==> src/rtl/reset_seq_pkg.sv <==
// reset_seq_pkg: shared FSM state type and width helpers for the reset sequencer
// Contents: state_t (sequencer FSM states), idx_w (stage index width),
//           cnt_w (width of a counter that holds 0..n), max2 (larger of two ints)
package reset_seq_pkg;
  typedef enum logic [2:0] {
    ST_DELAY,
    ST_WAIT_RDY,
    ST_DONE,
    ST_ERROR,
    ST_SOFT
  } state_t;
  function automatic int idx_w(input int n);
    return (n > 1) ? $clog2(n) : 1;
  endfunction
  function automatic int cnt_w(input int n);
    return $clog2(n + 1);
  endfunction
  function automatic int max2(input int a, input int b);
    return (a > b) ? a : b;
  endfunction
endpackage

==> src/rtl/sync_2ff.sv <==
// sync_2ff: two-flop synchronizer for asynchronous level inputs
// Ports: clk - destination clock
//        rst_n - asynchronous active-low reset, clears both flop stages
//        d - asynchronous input vector (W bits)
//        q - synchronized output, two clk edges behind d
module sync_2ff #(
  parameter int W = 1
) (
  input  logic         clk,
  input  logic         rst_n,
  input  logic [W-1:0] d,
  output logic [W-1:0] q
);
  logic [W-1:0] r_meta;
  logic [W-1:0] r_sync;
  always_ff @(posedge clk or negedge rst_n) begin
    if (!rst_n) begin
      r_meta <= '0;
      r_sync <= '0;
    end else begin
      r_meta <= d;
      r_sync <= r_meta;
    end
  end
  assign q = r_sync;
endmodule

==> src/rtl/reset_sequencer.sv <==
// reset_sequencer: releases downstream block resets one at a time with delay, ack and timeout
// Ports: clk - single rising-edge clock
//        rst_n - asynchronous active-low reset from the reset generator stage
//        soft_rst_req - synchronous level request that restarts the whole sequence
//        stage_ready - asynchronous per-stage acknowledge (synchronized internally)
//        stage_rst_n - registered active-low resets to downstream blocks
//        seq_done - all stages released and acknowledged
//        seq_err - a stage failed to acknowledge in time
//        err_stage - index of the failed stage, valid while seq_err is high
module reset_sequencer import reset_seq_pkg::*; #(
  parameter int NUM_STAGES   = 4,
  parameter int STAGE_DLY    = 16,
  parameter int TIMEOUT      = 64,
  parameter int SOFT_RST_CYC = 8
) (
  input  logic                             clk,
  input  logic                             rst_n,
  input  logic                             soft_rst_req,
  input  logic [NUM_STAGES-1:0]            stage_ready,
  output logic [NUM_STAGES-1:0]            stage_rst_n,
  output logic                             seq_done,
  output logic                             seq_err,
  output logic [idx_w(NUM_STAGES)-1:0]     err_stage
);
  localparam int IDX_W = idx_w(NUM_STAGES);
  localparam int DW    = cnt_w(max2(STAGE_DLY, SOFT_RST_CYC));
  localparam int TW    = cnt_w(TIMEOUT);
  localparam logic [DW-1:0]    DLY_LAST  = DW'(STAGE_DLY - 1);
  localparam logic [DW-1:0]    SOFT_LAST = DW'(SOFT_RST_CYC - 1);
  localparam logic [TW-1:0]    TO_LAST   = TW'(TIMEOUT - 1);
  localparam logic [IDX_W-1:0] IDX_LAST  = IDX_W'(NUM_STAGES - 1);
  state_t               r_state;
  logic [IDX_W-1:0]     r_idx;
  logic [DW-1:0]        r_cnt;
  logic [TW-1:0]        r_tcnt;
  logic [NUM_STAGES-1:0] w_rdy;
  sync_2ff #(.W(NUM_STAGES)) u_rdy_sync (
    .clk   (clk),
    .rst_n (rst_n),
    .d     (stage_ready),
    .q     (w_rdy)
  );
  // Soft request outranks every state transition; while it is held the FSM
  // keeps re-entering SOFT with a cleared counter.
  always_ff @(posedge clk or negedge rst_n) begin
    if (!rst_n) begin
      r_state     <= ST_DELAY;
      r_idx       <= '0;
      r_cnt       <= '0;
      r_tcnt      <= '0;
      stage_rst_n <= '0;
      seq_done    <= 1'b0;
      seq_err     <= 1'b0;
      err_stage   <= '0;
    end else if (soft_rst_req) begin
      r_state     <= ST_SOFT;
      r_idx       <= '0;
      r_cnt       <= '0;
      r_tcnt      <= '0;
      stage_rst_n <= '0;
      seq_done    <= 1'b0;
      seq_err     <= 1'b0;
      err_stage   <= '0;
    end else begin
      case (r_state)
        ST_DELAY: begin
          if (r_cnt == DLY_LAST) begin
            stage_rst_n[r_idx] <= 1'b1;
            r_cnt              <= '0;
            r_tcnt             <= '0;
            r_state            <= ST_WAIT_RDY;
          end else begin
            r_cnt <= r_cnt + 1'b1;
          end
        end
        ST_WAIT_RDY: begin
          if (w_rdy[r_idx]) begin
            r_tcnt <= '0;
            r_cnt  <= '0;
            if (r_idx == IDX_LAST) begin
              seq_done <= 1'b1;
              r_state  <= ST_DONE;
            end else begin
              r_idx   <= r_idx + 1'b1;
              r_state <= ST_DELAY;
            end
          end else if (r_tcnt == TO_LAST) begin
            // Only the failing stage goes back into reset; earlier stages keep running.
            stage_rst_n[r_idx] <= 1'b0;
            seq_err            <= 1'b1;
            err_stage          <= r_idx;
            r_tcnt             <= '0;
            r_state            <= ST_ERROR;
          end else begin
            r_tcnt <= r_tcnt + 1'b1;
          end
        end
        ST_SOFT: begin
          if (r_cnt == SOFT_LAST) begin
            r_cnt   <= '0;
            r_state <= ST_DELAY;
          end else begin
            r_cnt <= r_cnt + 1'b1;
          end
        end
        default: ;
      endcase
    end
  end
endmodule

==> config.mk <==
export PLATFORM = sky130hd
export DESIGN_NAME = reset_sequencer
export DESIGN_NICKNAME = d
export VERILOG_FILES = /design/src/rtl/reset_seq_pkg.sv /design/src/rtl/sync_2ff.sv /design/src/rtl/reset_sequencer.sv
export SDC_FILE = /design/constraint.sdc
export NUM_CORES = 1
export LEC_CHECK = 0
export BUFFER_PORTS_ARGS = -buffer_cell sky130_fd_sc_hd__buf_2
export CORE_UTILIZATION = 52
export DETAILED_ROUTE_END_ITERATION = 8
export PLACE_DENSITY = 0.85
export SLEW_MARGIN = 5
export SYNTH_ARGS = -nofsm -noshare
export SYNTH_HDL_FRONTEND = slang
export SYNTH_SLANG_ARGS = --single-unit
==> constraint.sdc <==
create_clock -name clk -period 2.2 [get_ports clk]
set_clock_uncertainty 0.2 [all_clocks]
set_input_delay 0.11 -clock clk [delete_from_list [all_inputs] [get_ports clk]]
set_output_delay 0.11 -clock clk [all_outputs]
set_load 0.1 [all_outputs]
==> run_results.csv, run 1 <==
group,metric,value,unit
outcome,status,"completed",
place,dpl.cell_count,221,
synth,syn-num-nets,175,
detailed_routing,wl_per_cell,14.9,um
critical_path,critPathKind,"flop to flop",
pwr,vdd.ir_drop.worst,0.000607,V
global_routing,antenna_found_initial,0,
layout,final_util,66.6,%
critical_path,rr_worst_depth,9,
place,port_buffers,14,
global_routing,grt_max_degree,34,
synth,synth_seq_cells,33,
layout,nets,209,
sta,clock.fmax,0.474,GHz
die,start_util,54.6,%
clock_tree,cts_buffers,5,
die,core_area,0.00305,mm2
sta,finalMaxSlewViolations,0,
synth,synth_area_leaders,"dfrtp_1 (50%), ha_1 (6.0%), nand2_1 (3.8%)",
sta,fin_crit_sh,95.8,%
synth,netlist.area_leader.share,49.5,%
global_routing,grt_first_pass_wirelength,5.82,mm
critical_path,crit_chain,"ha_2 -> nand3_1 -> inv_1 -> ha_2 -> nor2_2 -> o31a_1 -> nor3_1 -> a21oi_1 -> o21ai_1",
detailed_routing,dr.pass1.iters,6,
synth,synth_ff_type,"dfrtp_1",
clock_tree,cts_sinks,33,
clock_tree,cts_buffer_depth,2,
sta,min_period,2.11,ns
detailed_routing,drt_iter0_markers,72,
synth,ys_top_cells_by_count,"dfrtp_1 (33), nand2_1 (17), nor2_1 (10), o21ai_1 (10), ha_1 (8)",
global_routing,grt_overflow,0,
synth,netlist_instances,160,
die,rows,20,
die,die_x,58.6,um
die,ios,15,
detailed_routing,wirelength,3.57,mm
critical_path,path_max_fanout,6,
detailed_routing,drc,0,
critical_path,ff2ff_setup_slack,0.09,ns
synth,synth.most_common_cell,"dfrtp_1",
layout,layout-drive-gt1-share,24.6,%
sta,hold_viol,0,
critical_path,crit_required,2.26,ns
clock_tree,worst_skew_pair.late_latency,0.34,ns
synth,synth_area,0.00167,mm2
clock_tree,htreeDepth,2,
place,place_congestion,0.807,
layout,regArea,826,um2
clock_tree,cts_tree,"done",
layout,syn_to_final_growth,21.9,%
synth,synth.largest_area_cell,"dfrtp_1",
critical_path,cp_slowest_cell,"dfrtp_1",
detailed_routing,vias,1418,
global_routing,grt_pass1_vias,1297,
critical_path,max_stage_delay,0.39,ns
synth,syn_area_per_cell,10.4,um2
sta,setup_violations,0,
layout,multi_input_area,810,um2
layout,layout.cells.non_filler,239,
synth,synth-edff-count,0,
critical_path,start_kind,"flop",
critical_path,path_common_cell,"ha_2",
job,maxCapViolCount,0,
detailed_routing,via_per_inst,5.93,
synth,synth.distinct_cells,46,
clock_tree,root_buffer,"clkbuf_4",
layout,n_fill_cell,241,
critical_path,endpoint_kind,"flop",
sta,worstMarginPinSlew,0.712,ns
die,die-area,0.00344,mm2
detailed_routing,postRouteAntennaNets,0,
synth,synth-seq-area-share,49.5,%
pwr,power_leakage,0.000944,uW
pwr,total_power,1530,uW
critical_path,r2r_start,"r_cnt[1]",
sta,finalSetupTns,0,ns
synth,yosysWarnings,0,
global_routing,grt_use_total,23.6,%
min_path,hp-class,"primary input to async pin",
layout,num_antenna_cells,0,
place,dp_hpwl,2.36,mm
pwr,p_per_area,753,mW/mm2
synth,async_flop_share,100,%
sta,slew_headroom,52.5,%
die,die_h,58.6,um
clock_tree,clk_pin_slew,0.10,ns
critical_path,worstReg2RegEnd,"r_tcnt[5]",
critical_path,critPathArrivalTime,2.17,ns
[cell usage in the layout, fill, tap and decap left out, types with 3 or more instances in the layout]
cell type,n
o2bb2ai_1,5
nand3_1,6
nand2_1,17
nor2_1,9
mux2i_1,3
nor2b_1,6
inv_1,6
clkbuf_4,5
o21ai_1,10
a31oi_1,7
ha_1,6
o31ai_1,3
dfrtp_1,33
buf_4,13
dlygate4sd3_1,6
buf_2,14
[power breakdown]
group          leakage [uW]  switching [uW]  internal, uW
sequential         0.000429            55.0           664
clock             0.0000455             204           271
combinational      0.000469             209           128
total              0.000944             467          1060
[state kept, by name, summed over array words and instances, names as in the netlist]
signal,flops
r_state,3
u_rdy_sync.r_meta,4
r_idx,2
err_stage,2
r_tcnt,7
stage_rst_n,4
u_rdy_sync.q,4
r_cnt,5
seq_err,1
seq_done,1
[metal layers]
layer | GRT usage, % | vias up | wire length, um
li1 | - | 651 | -
met1 | 27.6 | 701 | 1450
met2 | 38.1 | 52 | 1840
met3 | 7.69 | 14 | 167
met4 | 13.6 | 0 | 102
met5 | 0 | - | 0
[layout make-up]
class                   count  area share (%)
flip-flops and latches     33            40.6
multi-input cells         113            39.8
repair buffers             33            11.2
clock buffers               7            2.71
well taps                  44            2.71
clock inverters             1            1.48
inverters                   8            1.48
[what timing repair did]
action                                  4_1_cts  5_1_grt
pin swaps                                     1        1
resized for setup                             0        5
endpoints found under the setup margin        1       13
hold endpoints to repair                     46        0
hold buffers                                  6        0
setup buffers                                 2        2
[metrics by stage]
stage / setup WS [ns] / cell area, um2 / hold WS [ns]
6_report: 0.0919 / 2030 / 0.156
5_1_grt: -0.0108 / 2030 / 0.165
4_1_cts: 0.0304 / 2000 / 0.159
3_5_place_dp: -0.00357 / 1840 / 0.00549
3_3_place_gp: 0.0999 / 1840 / -0.00984
2_1_floorplan: 0.00806 / 1670 / -0.386
[critical path: cells and delay by family (launching register included)]
| family | cells | cell delay, ns |
|---|---|---|
| buffers and inverters | 1 | 0.08 |
| adders and majority gates | 2 | 0.42 |
| DFF | 1 | 0.39 |
| and+or+nand+nor | 3 | 0.42 |
| AOI/OAI and AO/OA | 3 | 0.52 |
[logic make-up (layout without fill, tap and decap cells)]
group                      count (synthesis)  after routing  synth area share [%]
and+or+nand+nor                           55             55                  18.0
AOI/OAI and AO/OA                         42             42                  17.6
DFF                                       33             33                  49.5
buffers and inverters                     14             49                  3.23
adders and majority gates                  8              8                  6.00
muxes                                      7              7                  5.18
xor gates and xnor gates                   1              1                 0.525
[worst max-delay path by stage]
stage	start	endpoint	cells past startpoint
2_1_floorplan	r_cnt[0]	stage_rst_n[0]	8
3_3_place_gp	r_cnt[0]	r_state[1]	9
3_5_place_dp	r_cnt[0]	r_state[1]	9
4_1_cts	r_cnt[0]	r_state[1]	9
5_1_grt	r_cnt[1]	r_cnt[3]	10
6_report	r_cnt[1]	r_tcnt[5]	9
(Power assumes the default switching activity.)
==> run 2: changes to the inputs <==
--- a/config.mk
+++ b/config.mk
@@ -6,6 +6,7 @@
 export NUM_CORES = 1
 export LEC_CHECK = 0
 export BUFFER_PORTS_ARGS = -buffer_cell sky130_fd_sc_hd__buf_2
+export CORE_ASPECT_RATIO = 1.75
 export CORE_UTILIZATION = 52
 export DETAILED_ROUTE_END_ITERATION = 8
 export PLACE_DENSITY = 0.85
==> run_results.csv, run 2 (synthesized netlist as in run 1, its figures left out) <==
group,metric,value,unit
place,port_buffers,14,
sta,rsz0062_at_grt,"no",
critical_path,critPathKind,"flop to flop",
place,place_area,0.00185,mm2
pwr,vdd.ir_drop.worst,0.000594,V
clock_tree,htreeDepth,2,
clock_tree,cts_tree,"done",
layout,n_fill_cell,220,
critical_path,start_kind,"flop",
min_path,hp-class,"flop to flop",
outcome,status,"completed",
layout,mostFrequentLayoutCell,"dfrtp_1",
sta,hold_viol,0,
detailed_routing,drc,0,
layout,final_area,0.00205,mm2
global_routing,grt_max_degree,34,
clock_tree,root_buffer,"clkbuf_8",
detailed_routing,via_per_inst,5.86,
pwr,p_per_area,786,mW/mm2
layout,num_antenna_cells,0,
global_routing,grt_pass1_vias,1440,
place,dp_hpwl,2.42,mm
clock_tree,cts_sinks,33,
detailed_routing,dr.pass1.iters,4,
detailed_routing,wl_per_cell,15.0,um
clock_tree,cts_buffers,5,
pwr,power_leakage,0.000951,uW
sta,setup_violations,0,
layout,multi_input_area,811,um2
global_routing,grt_first_pass_wirelength,5.88,mm
pwr,total_power,1620,uW
sta,worstMarginPinSlew,0.724,ns
global_routing,grt_overflow,0,
detailed_routing,postRouteAntennaNets,0,
place,place_congestion,0.814,
layout,layout-drive-gt1-share,25.3,%
die,die_x,44.8,um
detailed_routing,wirelength,3.54,mm
job,maxCapViolCount,0,
layout,nets,208,
clock_tree,worst_skew_pair.late_latency,0.30,ns
critical_path,crit_required,2.18,ns
detailed_routing,drt_iter0_markers,47,
critical_path,endpoint_kind,"flop",
layout,most-common-layout-cells,"dfrtp_1 (33), nand2_1 (17), buf_2 (14), buf_4 (12), o21ai_1 (10)",
clock_tree,clk_pin_slew,0.07,ns
sta,finalSetupTns,0,ns
die,rows,26,
sta,clock.fmax,0.477,GHz
sta,fin_crit_sh,95.4,%
layout,largest_reg_flops,7,
critical_path,critPathArrivalTime,2.07,ns
global_routing,grt_use_total,23.0,%
global_routing,antenna_found_initial,0,
die,die_h,76.9,um
sta,finalMaxSlewViolations,0,
die,ios,15,
clock_tree,cts_buffer_depth,2,
die,core_area,0.00299,mm2
layout,syn_to_final_growth,23.2,%
critical_path,path_max_fanout,5,
layout,largest-register,"r_tcnt",
sta,slew_headroom,51.8,%
detailed_routing,vias,1383,
layout,reg_top3,"r_tcnt x7, r_cnt x5",
sta,min_period,2.10,ns
layout,regArea,826,um2
die,start_util,55.7,%
die,die-area,0.00345,mm2
[run 2: final cells by class]
cell class | instances | share of cell area [%]
clock buffer | 5 | 3.35
clock inverter | 3 | 2.25
inverter | 8 | 1.46
multi-input combinational | 113 | 39.5
sequential | 33 | 40.2
tap | 42 | 2.56
timing repair buffer | 32 | 10.7
[run 2: worst max-delay path, cell delays in order, from the launching register on]
cell and delay [ns]:
dfrtp_1 0.41, ha_2 0.22, nand3_1 0.12, inv_1 0.06, ha_2 0.19, nor2_2 0.13
o31a_1 0.25, and2_4 0.19, a21oi_1 0.04, o22a_1 0.18
[run 2: layer usage]
layer  GRT usage (%)  wire length [um]  vias to the layer above
met4            13.6                86                        0
li1                -                 -                      649
met3            5.18               124                        7
met2            40.4              1960                       39
met5               0                 0                        -
met1            23.1              1370                      688
[run 2: path summary, 6_finish.rpt]
kind                            depth (start not counted)  slack, ns            startpoint              end
worst max-delay path                                    9       0.10              r_cnt[0]       r_state[1]
worst min-delay path                                    0       0.16  u_rdy_sync.r_meta[3]  u_rdy_sync.q[3]
worst max register to register                          9       0.10              r_cnt[0]       r_state[1]
worst min register to register                          0       0.16  u_rdy_sync.r_meta[3]  u_rdy_sync.q[3]
max in group asynchronous                               2       1.13                 rst_n         r_cnt[4]
min in group asynchronous                               2       0.20                 rst_n   stage_rst_n[1]
[run 2: through the flow]
stage / setup slack [ns] / hold WS (ns) / std cells / utilization, %
finish: 0.102 / 0.159 / 236 / 68.6
global route: 0.00770 / 0.173 / 236 / 68.6
CTS: 0.0232 / 0.158 / 236 / 67.9
detailed placement: -0.0453 / 0.00301 / 221 / 61.8
global placement: 0.101 / -0.0100 / 221 / 61.8
floorplan: 0.00806 / -0.386 / 160 / -
[run 2: power by group]
part           leakage, uW  total, uW  switching (uW)  internal (uW)
logic             0.000468        325             207            119
clock network    0.0000543        572             234            338
registers         0.000429        718            53.4            665
total             0.000951       1620             494           1120
[run 2: repair_timing]
action                                  in CTS  in global routing
buffers inserted                             1                  0
hold buffers                                 6                  0
hold endpoints to repair                    39                  0
endpoints found under the setup margin       1                 13
resized for setup                            0                  6
pin swaps                                    1                  2
